`src/rtl/rf_pkg.sv`:
```
// Shared register-file constants and the writeback grant encoding.
package rf_pkg;

    localparam int REG_W  = 32;
    localparam int ADDR_W = 5;
    localparam int NREG   = 32;

    // Age stamps only need to order the two live slots. Their distance stays
    // within about 2*(MAX_WAIT+2), so 8 bits with wrap-around compare is ample.
    localparam int STAMP_W = 8;

    typedef enum logic [1:0] {
        GNT_NONE = 2'd0,
        GNT_ALU  = 2'd1,
        GNT_LSU  = 2'd2
    } gnt_e;

endpackage

```
`src/rtl/wb_slot.sv`:
```
// One-entry writeback holding slot: full flag, destination, data and age stamp.
module wb_slot
    import rf_pkg::*;
(
    input  logic               clk,
    input  logic               reset,
    input  logic               i_valid,
    input  logic [ADDR_W-1:0]  i_addr,
    input  logic [REG_W-1:0]   i_data,
    input  logic [STAMP_W-1:0] i_stamp,
    input  logic               i_grant,
    output logic               o_ready,
    output logic               o_load,
    output logic               o_full,
    output logic [ADDR_W-1:0]  o_addr,
    output logic [REG_W-1:0]   o_data,
    output logic [STAMP_W-1:0] o_stamp
);

    logic               r_full;
    logic [ADDR_W-1:0]  r_addr;
    logic [REG_W-1:0]   r_data;
    logic [STAMP_W-1:0] r_stamp;
    logic               w_accept;

    // Ready comes only from slot state; writes to r0 are accepted but dropped.
    assign o_ready  = !r_full || i_grant;
    assign w_accept = i_valid && o_ready;
    assign o_load   = w_accept && (i_addr != '0);

    // Load on acceptance (overrides a same-edge drain), otherwise empty on grant.
    always_ff @(posedge clk or negedge reset) begin
        if (!reset) begin
            r_full  <= 1'b0;
            r_addr  <= '0;
            r_data  <= '0;
            r_stamp <= '0;
        end else if (o_load) begin
            r_full  <= 1'b1;
            r_addr  <= i_addr;
            r_data  <= i_data;
            r_stamp <= i_stamp;
        end else if (i_grant) begin
            r_full  <= 1'b0;
        end
    end

    assign o_full  = r_full;
    assign o_addr  = r_addr;
    assign o_data  = r_data;
    assign o_stamp = r_stamp;

endmodule

```
`src/rtl/rf_wb_arbiter.sv`:
```
// Register-file writeback arbiter: two source slots, starvation-bounded
// LSU-first arbitration, same-address ordering by age, pending-write mask.
//
// Handshake: a source transfer happens on a rising edge where valid && ready.
// ready depends only on the slot (empty, or being drained this cycle), never
// on valid, so a source may hold valid with any payload until it sees ready.
module rf_wb_arbiter
    import rf_pkg::*;
#(
    parameter int MAX_WAIT = 4
) (
    input  logic              clk,
    input  logic              reset,
    input  logic              alu_valid,
    output logic              alu_ready,
    input  logic [ADDR_W-1:0] alu_addr,
    input  logic [REG_W-1:0]  alu_data,
    input  logic              lsu_valid,
    output logic              lsu_ready,
    input  logic [ADDR_W-1:0] lsu_addr,
    input  logic [REG_W-1:0]  lsu_data,
    input  logic              iss_valid,
    input  logic [ADDR_W-1:0] iss_addr,
    output logic              wrt_en,
    output logic [ADDR_W-1:0] wrt_addr,
    output logic [REG_W-1:0]  dataD,
    output logic [NREG-1:0]   pend_mask
);

    localparam int WAIT_W = $clog2(MAX_WAIT + 1);

    logic [WAIT_W-1:0]  r_alu_wait;
    logic [STAMP_W-1:0] r_seq;
    logic [NREG-1:0]    r_pend_mask;

    logic               w_alu_load, w_alu_full, w_lsu_load, w_lsu_full;
    logic [ADDR_W-1:0]  w_alu_addr, w_lsu_addr;
    logic [REG_W-1:0]   w_alu_data, w_lsu_data;
    logic [STAMP_W-1:0] w_alu_stamp, w_lsu_stamp, w_alu_in_stamp, w_stamp_diff;
    logic               w_alu_older;
    gnt_e               w_gnt;
    logic [NREG-1:0]    w_pend_next;

    // For same-edge acceptance the LSU takes the lower stamp, i.e. is older.
    assign w_alu_in_stamp = r_seq + STAMP_W'(w_lsu_load);
    assign w_stamp_diff   = w_alu_stamp - w_lsu_stamp;
    assign w_alu_older    = w_stamp_diff[STAMP_W-1];

    wb_slot u_alu_slot (
        .clk     (clk),
        .reset   (reset),
        .i_valid (alu_valid),
        .i_addr  (alu_addr),
        .i_data  (alu_data),
        .i_stamp (w_alu_in_stamp),
        .i_grant (w_gnt == GNT_ALU),
        .o_ready (alu_ready),
        .o_load  (w_alu_load),
        .o_full  (w_alu_full),
        .o_addr  (w_alu_addr),
        .o_data  (w_alu_data),
        .o_stamp (w_alu_stamp)
    );

    wb_slot u_lsu_slot (
        .clk     (clk),
        .reset   (reset),
        .i_valid (lsu_valid),
        .i_addr  (lsu_addr),
        .i_data  (lsu_data),
        .i_stamp (r_seq),
        .i_grant (w_gnt == GNT_LSU),
        .o_ready (lsu_ready),
        .o_load  (w_lsu_load),
        .o_full  (w_lsu_full),
        .o_addr  (w_lsu_addr),
        .o_data  (w_lsu_data),
        .o_stamp (w_lsu_stamp)
    );

    // Grant: sole full slot; same address -> older; else LSU unless ALU starved.
    always_comb begin
        w_gnt = GNT_NONE;
        if (w_alu_full && w_lsu_full) begin
            if (w_alu_addr == w_lsu_addr)
                w_gnt = w_alu_older ? GNT_ALU : GNT_LSU;
            else if (r_alu_wait == WAIT_W'(MAX_WAIT))
                w_gnt = GNT_ALU;
            else
                w_gnt = GNT_LSU;
        end else if (w_alu_full) begin
            w_gnt = GNT_ALU;
        end else if (w_lsu_full) begin
            w_gnt = GNT_LSU;
        end
    end

    // Register-file write port driven straight from the granted slot.
    always_comb begin
        wrt_en   = 1'b0;
        wrt_addr = '0;
        dataD    = '0;
        if (w_gnt == GNT_ALU) begin
            wrt_en   = 1'b1;
            wrt_addr = w_alu_addr;
            dataD    = w_alu_data;
        end else if (w_gnt == GNT_LSU) begin
            wrt_en   = 1'b1;
            wrt_addr = w_lsu_addr;
            dataD    = w_lsu_data;
        end
    end

    // Count cycles the ALU slot loses arbitration, saturating at MAX_WAIT.
    always_ff @(posedge clk or negedge reset) begin
        if (!reset) begin
            r_alu_wait <= '0;
        end else if (w_gnt == GNT_ALU) begin
            r_alu_wait <= '0;
        end else if (w_alu_full && (r_alu_wait != WAIT_W'(MAX_WAIT))) begin
            r_alu_wait <= r_alu_wait + WAIT_W'(1);
        end
    end

    // Age sequence advances by the number of slots loaded this edge.
    always_ff @(posedge clk or negedge reset) begin
        if (!reset)
            r_seq <= '0;
        else
            r_seq <= r_seq + STAMP_W'(w_lsu_load) + STAMP_W'(w_alu_load);
    end

    // Pending mask: clear on write, then set on issue so a same-edge set wins.
    always_comb begin
        w_pend_next = r_pend_mask;
        if (wrt_en)
            w_pend_next[wrt_addr] = 1'b0;
        if (iss_valid && (iss_addr != '0))
            w_pend_next[iss_addr] = 1'b1;
        w_pend_next[0] = 1'b0;
    end

    // Register the pending mask.
    always_ff @(posedge clk or negedge reset) begin
        if (!reset)
            r_pend_mask <= '0;
        else
            r_pend_mask <= w_pend_next;
    end

    assign pend_mask = r_pend_mask;

endmodule
```
`config.mk`:
```
export PLATFORM = sky130hd
export DESIGN_NAME = rf_wb_arbiter
export DESIGN_NICKNAME = d
export VERILOG_FILES = /design/src/rtl/rf_pkg.sv /design/src/rtl/wb_slot.sv /design/src/rtl/rf_wb_arbiter.sv
export SDC_FILE = /design/constraint.sdc
export NUM_CORES = 1
export LEC_CHECK = 0
export CAP_MARGIN = 20
export CORE_MARGIN = 5
export CORE_UTILIZATION = 50
export DETAILED_ROUTE_END_ITERATION = 16
export HOLD_SLACK_MARGIN = 0.12
export PLACE_DENSITY = 0.85
export SLEW_MARGIN = 10
export SYNTH_ARGS = -nofsm -noshare
export SYNTH_HDL_FRONTEND = slang
export SYNTH_SLANG_ARGS = --single-unit
export TNS_END_PERCENT = 1
```
`constraint.sdc`:
```
create_clock -name clk -period 4.95 [get_ports clk]
set_clock_uncertainty 0.15 [all_clocks]
set_input_delay 0.7425 -clock clk [delete_from_list [all_inputs] [get_ports clk]]
set_output_delay 0.7425 -clock clk [all_outputs]
set_load 0.02 [all_outputs]
```
* After elaboration in Yosys (flattened, before gate mapping)
Cells that the tools add are included.
** Word-level totals
- Register bits after elaboration :: 134
- Input bits :: 84
- Output and inout port bits :: 72
- Word-level logic and storage cells :: 70
** Operators by class
- Add/subtract/negate cells :: 4
- $lt $le $gt $ge :: 4
- Equality and inequality tests :: 5
- Mux-type cells :: 24
- Bitwise logic cells :: 3
- Reductions and logical operators :: 19
** Operators by type and width (number)
- $mux W32 :: 4
- $and A32 B32 Y32 :: 1
- $not A32 Y32 :: 1
- $or A32 B32 Y32 :: 1
- $add A8 B1 Y8 :: 2
- $reduce_bool A5 Y1 :: 3
- $lt A5 B6 Y1 const B :: 2
- $mux W2 :: 6
- $demux W1 S5 :: 2
- $ge A5 B1 Y1 const B :: 2
- $mux W5 :: 2
- $logic_and A1 B1 Y1 :: 9
- $mux W1 :: 8
- $sub A8 B8 Y8 :: 1
- $mux W3 :: 2
- $reduce_bool A2 Y1 :: 3
- $eq A5 B5 Y1 :: 1
- $add A3 B1 Y3 const B :: 1
- $eq A3 B3 Y1 const B :: 1
- $ne A3 B3 Y1 const B :: 1
- $eq A2 B1 Y1 const B :: 1
- $eq A2 B2 Y1 const B :: 1
- $logic_not A1 Y1 :: 2
- $logic_or A1 B1 Y1 :: 2

* Depth between registers and ports, before layout
Gate-level depths: netlist (run 1).
- Word-level depth :: 16
- Gate-level depth with buffers :: 20
- Gate-level depth less buffers :: 18

* Cells and area by module
A second synthesis (run 1) with hierarchy kept.
** Second synthesis, totals
- Cell total of the unflattened synthesis :: 511
- Area total of the unflattened synthesis :: 6414.9 um^2
** Modules (own cells, without submodules)
- wb_slot :: instances 2, cells an instance 102, area each 1755.4 um^2, sequential area each 1151.1 um^2
- rf_wb_arbiter :: instances 1, cells an instance 307, area each 2904.0 um^2, sequential area each 1051.0 um^2

* Worst setup path before layout (run 1)
No wires, ideal clock.
- Path kind :: register to register
- Start point :: register u_alu_slot.r_stamp[4] (netlist: u_alu_slot.o_stamp[4])
- End point :: register r_seq[7]
- Library setup time :: 0.123 ns
- Arrival time :: 4.053 ns
- Required time :: 4.677 ns
- Setup slack :: 0.624 ns
- Cell stages (with the launch flop) :: 20
- Path buffers :: 2
- Clock period less this slack :: 4.326 ns
- Cell sequence :: dfrtp_1 -> ha_1 -> a21o_1 -> a221o_1 -> a41oi_2 -> nor3_1 -> o31ai_2 -> nor2b_1 -> buf_2 -> buf_2 -> ha_1 -> ha_1 -> nor2b_1 -> a21oi_1 -> nor2b_1 -> o21a_1 -> nand3_1 -> o21ai_0 -> nand2_1 -> xnor2_1
** On the way
- Cells in the longest elaborated chain, start to end :: 10
- Elaborated cells between the ends (all ways) :: 14
- Classes of those cells :: 3 x add/sub; 2 x eq/ne; 3 x mux; 6 x reduce/logical
** RTL lines
- from (decl) :: line wb_slot.sv:23 : logic [STAMP_W-1:0] r_stamp;
- from (signal assigned) :: line wb_slot.sv:42 : r_stamp <= i_stamp;
- $sub A8 B8 Y8 :: line rf_wb_arbiter.sv:46 : assign w_stamp_diff = w_alu_stamp - w_lsu_stamp;
- $mux W2 :: line rf_wb_arbiter.sv:86 : w_gnt = w_alu_older ? GNT_ALU : GNT_LSU;
- $mux W2 :: line rf_wb_arbiter.sv:85 : if (w_alu_addr == w_lsu_addr)
- $mux W2 :: line rf_wb_arbiter.sv:84 : if (w_alu_full && w_lsu_full) begin
- $eq A2 B2 Y1 :: line rf_wb_arbiter.sv:72 : .i_grant (w_gnt == GNT_LSU),
- $logic_or A1 B1 Y1 :: line wb_slot.sv:27 : assign o_ready = !r_full || i_grant;
- net lsu_ready :: line rf_wb_arbiter.sv:19 : output logic lsu_ready,
- $logic_and A1 B1 Y1 :: line wb_slot.sv:28 : assign w_accept = i_valid && o_ready;
- $logic_and A1 B1 Y1 :: line wb_slot.sv:29 : assign o_load = w_accept && (i_addr != '0);
- net u_lsu_slot.o_load :: line wb_slot.sv:13 : output logic o_load,
- $add A8 B1 Y8 (2 in a row) :: line rf_wb_arbiter.sv:130 : r_seq <= r_seq + STAMP_W'(w_lsu_load) + STAMP_W'(w_alu_load);
- to (signal assigned) :: line rf_wb_arbiter.sv:130
- to (decl) :: line rf_wb_arbiter.sv:33 : logic [STAMP_W-1:0] r_seq;
The timed path passes the listed nets, and every way through them passes these cells.
A chain may end at the register's enable or synchronous reset.

* Worst setup path after layout (run 1)
- Start point :: register u_alu_slot.r_stamp[2] (netlist: u_alu_slot.o_stamp[2])
- End point :: output port dataD[28]
** On the way
- Cells in the longest elaborated chain, start to end :: 7
- Elaborated cells between the ends (all ways) :: 8
- Classes of those cells :: 1 x add/sub; 2 x eq/ne; 5 x mux
** RTL lines
- $sub A8 B8 Y8 * :: line rf_wb_arbiter.sv:46
- $mux W2 * :: line rf_wb_arbiter.sv:86
- $mux W2 * :: line rf_wb_arbiter.sv:85
- $mux W2 * :: line rf_wb_arbiter.sv:84
- $eq A2 B2 Y1 :: line rf_wb_arbiter.sv:107 : end else if (w_gnt == GNT_LSU) begin
- $mux W32 :: line rf_wb_arbiter.sv:107
- $mux W32 * :: line rf_wb_arbiter.sv:103 : if (w_gnt == GNT_ALU) begin
- to (decl) :: line rf_wb_arbiter.sv:26 : output logic [REG_W-1:0] dataD,
Mark *: on every way between the ends. The rest lies on a longest branch, timed or not.

==> reports/qor.csv, run 1 <==
stage,metric,value,unit
run_status,outcome,finished clean,
die,core area,12670,µm²
detailed_routing,total number of vias,5203,
placed_design,Area after DPL,8148,µm²
clock_tree,clk sinks,134,
detailed_routing,first-pass iteration count of the detailed router,5,
placed_design,number of instances in the placed design,872,
pwr,combinational share of power,39.9,%
critical_path,Critical Path Source,u_alu_slot.o_stamp[2],
clock_tree,CTS resizes,0,
pwr,internal power,3141,µW
critical_path,crit path DAT,3.79,ns
die,die area,15310,µm²
pwr,PD cells,559.5,nW/µm²
pwr,Clock Power Share,25.2,%
timing,worst hold slack,0.2642,ns
clock_tree,CTS tree,yes,
critical_path,R2R Path End,r_seq[7],
critical_path,sequence of cells on the critical path,ha_1 -> nand2_1 -> o21ai_0 -> nand4_1 -> a211o_1 -> nor2_4 -> buf_4 -> a22o_1 -> clkdlybuf4s50_1,
synth,Synth top area share,51.86,%
timing,Tmin final,4.686,ns
critical_path,CP endpoint kind,primary output,
timing,Final TNS setup,0,ns
clock_tree,Root Driver,clkbuf_16,
grt,largest net degree at the start of global routing,65,
clock_tree,clk slew on worst S/H paths,0.06,ns
synth,Mapped Cells,568,
timing,Highest Clock Rate,213.4,MHz
critical_path,FF-to-FF setup slack,0.66,ns
die,row cnt,41,
timing,worst slew pin tran,0.9146,ns
layout,fillcell total,891,
critical_path,CP max FO,35,
synth,synthesized area per cell,11.38,µm²
synth,Syn. warnings,0,
detailed_routing,DR WL/cell,19.61,µm
pwr,leakage power,0.003671,µW
die,Die W,123.7,µm
worst_hold_path,Hold WC Path Type,in2async,
detailed_routing,DRC viols,0,
synth,most common cell in the netlist,dfrtp_1,
layout,ant diodes,0,
critical_path,Startpoint Class,flop,
grt,initial antenna violation count,0,
timing,Final setup violation count,0,
critical_path,worst r2r src,u_alu_slot.o_stamp[2],
synth,"Primary FF master, synth",dfrtp_1,
die,# IOs,156,
layout,Area Overhead vs Synth,34.93,%
detailed_routing,First DRT Iteration DRCs,466,
layout,Post-Layout Cell Count,903,
layout,fin nets,815,
clock_tree,CTS Buf Count,17,
synth,synthesized flop and latch total,134,
critical_path,CP max stage cell,clkdlybuf4s50_1,
detailed_routing,Routed Antenna Nets,0,
pwr,peak supply drop,0.3490,mV
pwr,share of power burned in registers,34.9,%
clock_tree,insertion delay to the later sink of the worst-skew pair,0.42,ns
clock_tree,CTS H-Tree Depth,4,
synth,"EDFF count, synth",0,
detailed_routing,vias per cell,5.762,
timing,RSZ-0062 raised after global routing,no,
pwr,Sw Ratio,35.66,%
clock_tree,Clock Tree Buf Depth,2,
clock_tree,Post CTS Setup Buffer Count,0,
layout,Final Cell Area,8725,µm²
grt,GRT overflow,0,
detailed_routing,DRT Wirelength,17.71,mm
die,Die Span Y,123.7,µm
synth,Yosys top cell by area,dfrtp_1,
synth,synth unique cells,60,
placed_design,GPL Wtd Cong,0.9007,
synth,Synth Cell Area,6466,µm²
critical_path,crit path kind,reg2out,
synth,sequential fraction of the synthesis area,51.86,%
grt,gr usage total,23.98,%
timing,Final Hold Vio Count,0,
placed_design,Final HPWL DP,12.45,mm
job,Maximum Capacitance Violations,0,
synth,Synth async-reset ratio,100.0,%
die,Initial Util,51.03,%
timing,headroom to the max-slew limit,39.03,%
pwr,Switch Pwr,1741,µW
critical_path,CP Data Required Time,4.06,ns
synth,Commonest cells post-synth,"134 x dfrtp_1, 57 x nand2_1, 41 x mux2_2",
critical_path,slowest cell delay on critical path,0.65,ns
placed_design,Buffers on Ports,154,
layout,layout cells sized above 1,13.27,%
grt,first-pass GRT wire length,28.21,mm
critical_path,worst r2r path cells,17,
timing,"Period Utilization, post-route",94.66,%
clock_tree,Hold Buf Count CTS,0,
pwr,PnR Total Power,4882,µW
synth,syn nets,664,
timing,final slew viol count,0,
grt,vias in the first global route,5412,
synth,Area contributors post-synth,"dfrtp_1 52%, mux2_2 7.1%, mux2_1 5.6%, a22o_1 4.9%, nand2_1 3.3%",
-- flip-flops by register name (all words and copies together) (netlist names), 3 cells and up --
register / count
u_lsu_slot.o_stamp: 8
u_alu_slot.o_data: 32
u_lsu_slot.o_data: 32
pend_mask: 31
u_lsu_slot.o_addr: 5
u_alu_slot.o_addr: 5
u_alu_slot.o_stamp: 8
r_alu_wait: 3
r_seq: 8
-- critical path, delay by kind of cell, from the launching register on --
kind | cells | cell delay [ns]
DFF | 1 | 0.39
buffers and inverters | 2 | 1.08
and+or+nand+nor | 3 | 0.57
adders and majority gates | 1 | 0.30
AOI/OAI and AO/OA | 3 | 1.02
-- placed cells by master (no fill, tap or decap), types with 4 or more instances in the layout --
master           instances
a211oi_1                 4
a21oi_1                 18
a22o_1                  36
a22oi_1                  4
buf_4                    8
clkbuf_16               17
clkdlybuf4s50_1        153
dfrtp_1                134
ha_1                    12
inv_1                   22
mux2_1                  32
mux2_2                  41
nand2_1                 57
nand3_1                 16
nand3b_1                 4
nor2_1                  19
nor2b_1                  4
nor3_1                   5
nor3b_1                  4
o21ai_0                 34
o2bb2ai_1                4
o31ai_1                 11
o41ai_1                  5
or2_2                    4
xnor2_1                 12
xor2_1                   7
-- logic make-up after synthesis --
| kind of cell | synth area share [%] |
|---|---|
| muxes | 12.87 |
| and+or+nand+nor | 10.68 |
| buffers and inverters | 3.928 |
| xor gates and xnor gates | 2.574 |
| AOI/OAI and AO/OA | 15.71 |
| other | 0.05799 |
| DFF | 51.86 |
| adders and majority gates | 2.322 |
-- through the flow --
step,worst slack (ns),util [%]
after floorplan,0.6242,-
after global placement,0.8370,64.30
after detailed placement,0.6939,64.30
after CTS,0.2545,68.86
after global routing,0.07916,68.86
final,0.2644,68.86
-- how the worst max path moves through the flow --
| stage | end |
|---|---|
| CTS | dataD[28] |
| global route | dataD[28] |
| global placement | wrt_addr[3] |
| finish | dataD[28] |
| floorplan | r_seq[7] |
| detailed placement | r_seq[7] |
-- power groups by stage --
stage	combinational (µW)	clock [µW]	sequential (µW)
after floorplan	1080	0	1750
after global placement	1860	0	1690
after detailed placement	1930	0	1710
after CTS	1960	1250	1700
after global routing	2100	1300	1740
final	1950	1230	1700
-- metal layers --
layer | share of wire [%] | track usage (%)
met1 | 40 | 28.30
met2 | 49 | 40.01
met3 | 9.1 | 8.084
met4 | 2.4 | 10.17
met5 | 0 | 0
-- area by class of cell --
cell class	count	area (µm²)	area share, %
inverters	23	86.33	0.9895
clock inverters	8	98.84	1.133
flip-flops and latches	134	3353	38.43
repair buffers	162	1612	18.47
multi-input cells	381	2882	33.03
well taps	172	215.2	2.467
clock buffers	23	478.0	5.478
Note: power is estimated with default switching activity, not from simulation.
==> inputs of run 2 (changes only) <==
- CORE_MARGIN: 5 -> 1.5
- CORE_UTILIZATION: 50 -> 40
- PLACE_DENSITY: 0.85 -> 0.72
==> reports/qor.csv, run 2 (synthesis gave the netlist of run 1 again) <==
stage,metric,value,unit
placed_design,Buffers on Ports,154,
die,# IOs,156,
run_status,outcome,finished clean,
clock_tree,insertion delay to the later sink of the worst-skew pair,0.42,ns
timing,"Period Utilization, post-route",92.45,%
pwr,peak supply drop,0.2888,mV
critical_path,CP Data Required Time,4.06,ns
die,row cnt,46,
timing,Final setup violation count,0,
pwr,combinational share of power,37.4,%
critical_path,crit path kind,reg2out,
critical_path,slowest cell delay on critical path,0.54,ns
timing,Tmin final,4.576,ns
timing,final slew viol count,0,
pwr,share of power burned in registers,33.4,%
pwr,Sw Ratio,33.98,%
detailed_routing,first-pass iteration count of the detailed router,4,
grt,initial antenna violation count,0,
pwr,Switch Pwr,1730,µW
critical_path,crit path DAT,3.68,ns
clock_tree,Clock Tree Buf Depth,2,
pwr,leakage power,0.003713,µW
placed_design,GPL Wtd Cong,0.9029,
clock_tree,clk slew on worst S/H paths,0.05,ns
timing,worst slew pin tran,0.9340,ns
clock_tree,Hold Buf Count CTS,0,
job,Maximum Capacitance Violations,0,
clock_tree,clk sinks,134,
layout,fillcell total,1301,
placed_design,number of instances in the placed design,916,
detailed_routing,DR WL/cell,17.69,µm
layout,fin nets,815,
timing,worst hold slack,0.3253,ns
pwr,internal power,3361,µW
critical_path,CP max stage cell,clkdlybuf4s50_1,
worst_hold_path,Hold WC Path Type,in2async,
clock_tree,CTS Buf Count,17,
layout,ant diodes,0,
critical_path,CP endpoint kind,primary output,
pwr,PD cells,573.3,nW/µm²
layout,"most common cell after layout, fill and taps aside",clkdlybuf4s50_1,
grt,first-pass GRT wire length,26.92,mm
die,core area,15830,µm²
clock_tree,CTS H-Tree Depth,4,
detailed_routing,DRC viols,0,
grt,gr usage total,20.74,%
detailed_routing,First DRT Iteration DRCs,289,
timing,headroom to the max-slew limit,37.73,%
detailed_routing,total number of vias,5076,
die,Die W,130.1,µm
detailed_routing,Routed Antenna Nets,0,
clock_tree,Post CTS Setup Buffer Count,0,
grt,largest net degree at the start of global routing,73,
layout,Post-Layout Cell Count,946,
timing,Highest Clock Rate,218.5,MHz
clock_tree,CTS resizes,0,
pwr,Clock Power Share,29.2,%
timing,Final Hold Vio Count,0,
grt,GRT overflow,0,
detailed_routing,vias per cell,5.366,
timing,Final TNS setup,0,ns
clock_tree,CTS tree,yes,
detailed_routing,DRT Wirelength,16.73,mm
die,die area,16940,µm²
grt,vias in the first global route,5214,
layout,most frequent cells in the layout,"153 x clkdlybuf4s50_1, 134 x dfrtp_1, 57 x nand2_1",
critical_path,CP max FO,40,
die,Die Span Y,130.1,µm
clock_tree,Root Driver,clkbuf_16,
die,Initial Util,40.85,%
placed_design,Final HPWL DP,11.90,mm
layout,layout cells sized above 1,13.56,%
critical_path,Startpoint Class,flop,
timing,RSZ-0062 raised after global routing,no,
layout,Area Overhead vs Synth,37.33,%
critical_path,sequence of cells on the critical path,ha_1 -> a21o_1 -> a221o_1 -> nor4_1 -> a211o_1 -> nor2_4 -> buf_4 -> a22o_1 -> clkdlybuf4s50_1,
-- run 2: cell count changes in the layout (fill, tap and decap cells not counted) --
cell,before,now
bufinv_16,2,7
clkbuf_1,3,0
clkinv_2,3,0
clkbuf_8,3,1
buf_12,1,0
buf_4,8,9
clkinvlp_4,2,3
inv_6,0,1
-- run 2: path summary, 6_finish.rpt --
path | startpoint | cells past startpoint | to | slack [ns]
setup / recovery | u_alu_slot.o_stamp[4] | 9 | wrt_addr[3] | 0.37
hold / removal | reset | 1 | r_seq[7] | 0.33
setup reg to reg | u_alu_slot.o_stamp[4] | 17 | r_seq[7] | 0.79
hold reg to reg | u_lsu_slot.o_stamp[0] | 1 | u_lsu_slot.o_stamp[0] | 0.33
max in group asynchronous | reset | 2 | u_alu_slot.o_addr[3] | 3.34
min in group clk | u_lsu_slot.o_stamp[0] | 1 | u_lsu_slot.o_stamp[0] | 0.33
-- run 2: layout make-up --
class,count,area [µm²],area share [%]
Inverter,23,86.33,0.9722
Clock inverter,12,250.2,2.818
Sequential cell,134,3353,37.76
Clock buffer,18,439.2,4.946
Timing Repair Buffer,162,1599,18.01
Tap cell,216,270.3,3.044
Multi-Input combinational cell,381,2882,32.45
-- run 2: power by group through the flow --
stage	clock (µW)	combinational (µW)	sequential (µW)
2_1_floorplan	0	1080	1750
3_3_place_gp	0	1860	1700
3_5_place_dp	0	1900	1710
4_1_cts	1510	1920	1700
5_1_grt	1560	2070	1740
6_report	1490	1900	1700
-- run 2: per-layer routing --
layer	global-route usage [%]	up-vias	routed length (µm)
li1	-	2364	-
met1	25.85	2502	7175
met2	33.50	188	7893
met3	6.519	22	1297
met4	8.431	0	368
met5	0	-	0
-- run 2: metrics by stage --
stage	setup slack [ns]	util, %	instance area [µm²]	power (µW)
2_1_floorplan	0.6242	-	6466	2823
3_3_place_gp	0.8845	51.75	8190	3556
3_5_place_dp	0.8333	51.75	8190	3611
4_1_cts	0.3867	56.10	8880	5122
5_1_grt	0.2016	56.10	8880	5365
6_report	0.3739	56.10	8880	5091
-- run 2: worst max-delay path: cells and delay by family, from the launching register on --
family	cells	cell delay, ns
AO/OA/AOI/OAI	4	1.17
adder cells (fa/ha/maj)	1	0.34
buffers and inverters	2	0.83
flip-flops	1	0.38
AND/OR/NAND/NOR	2	0.56
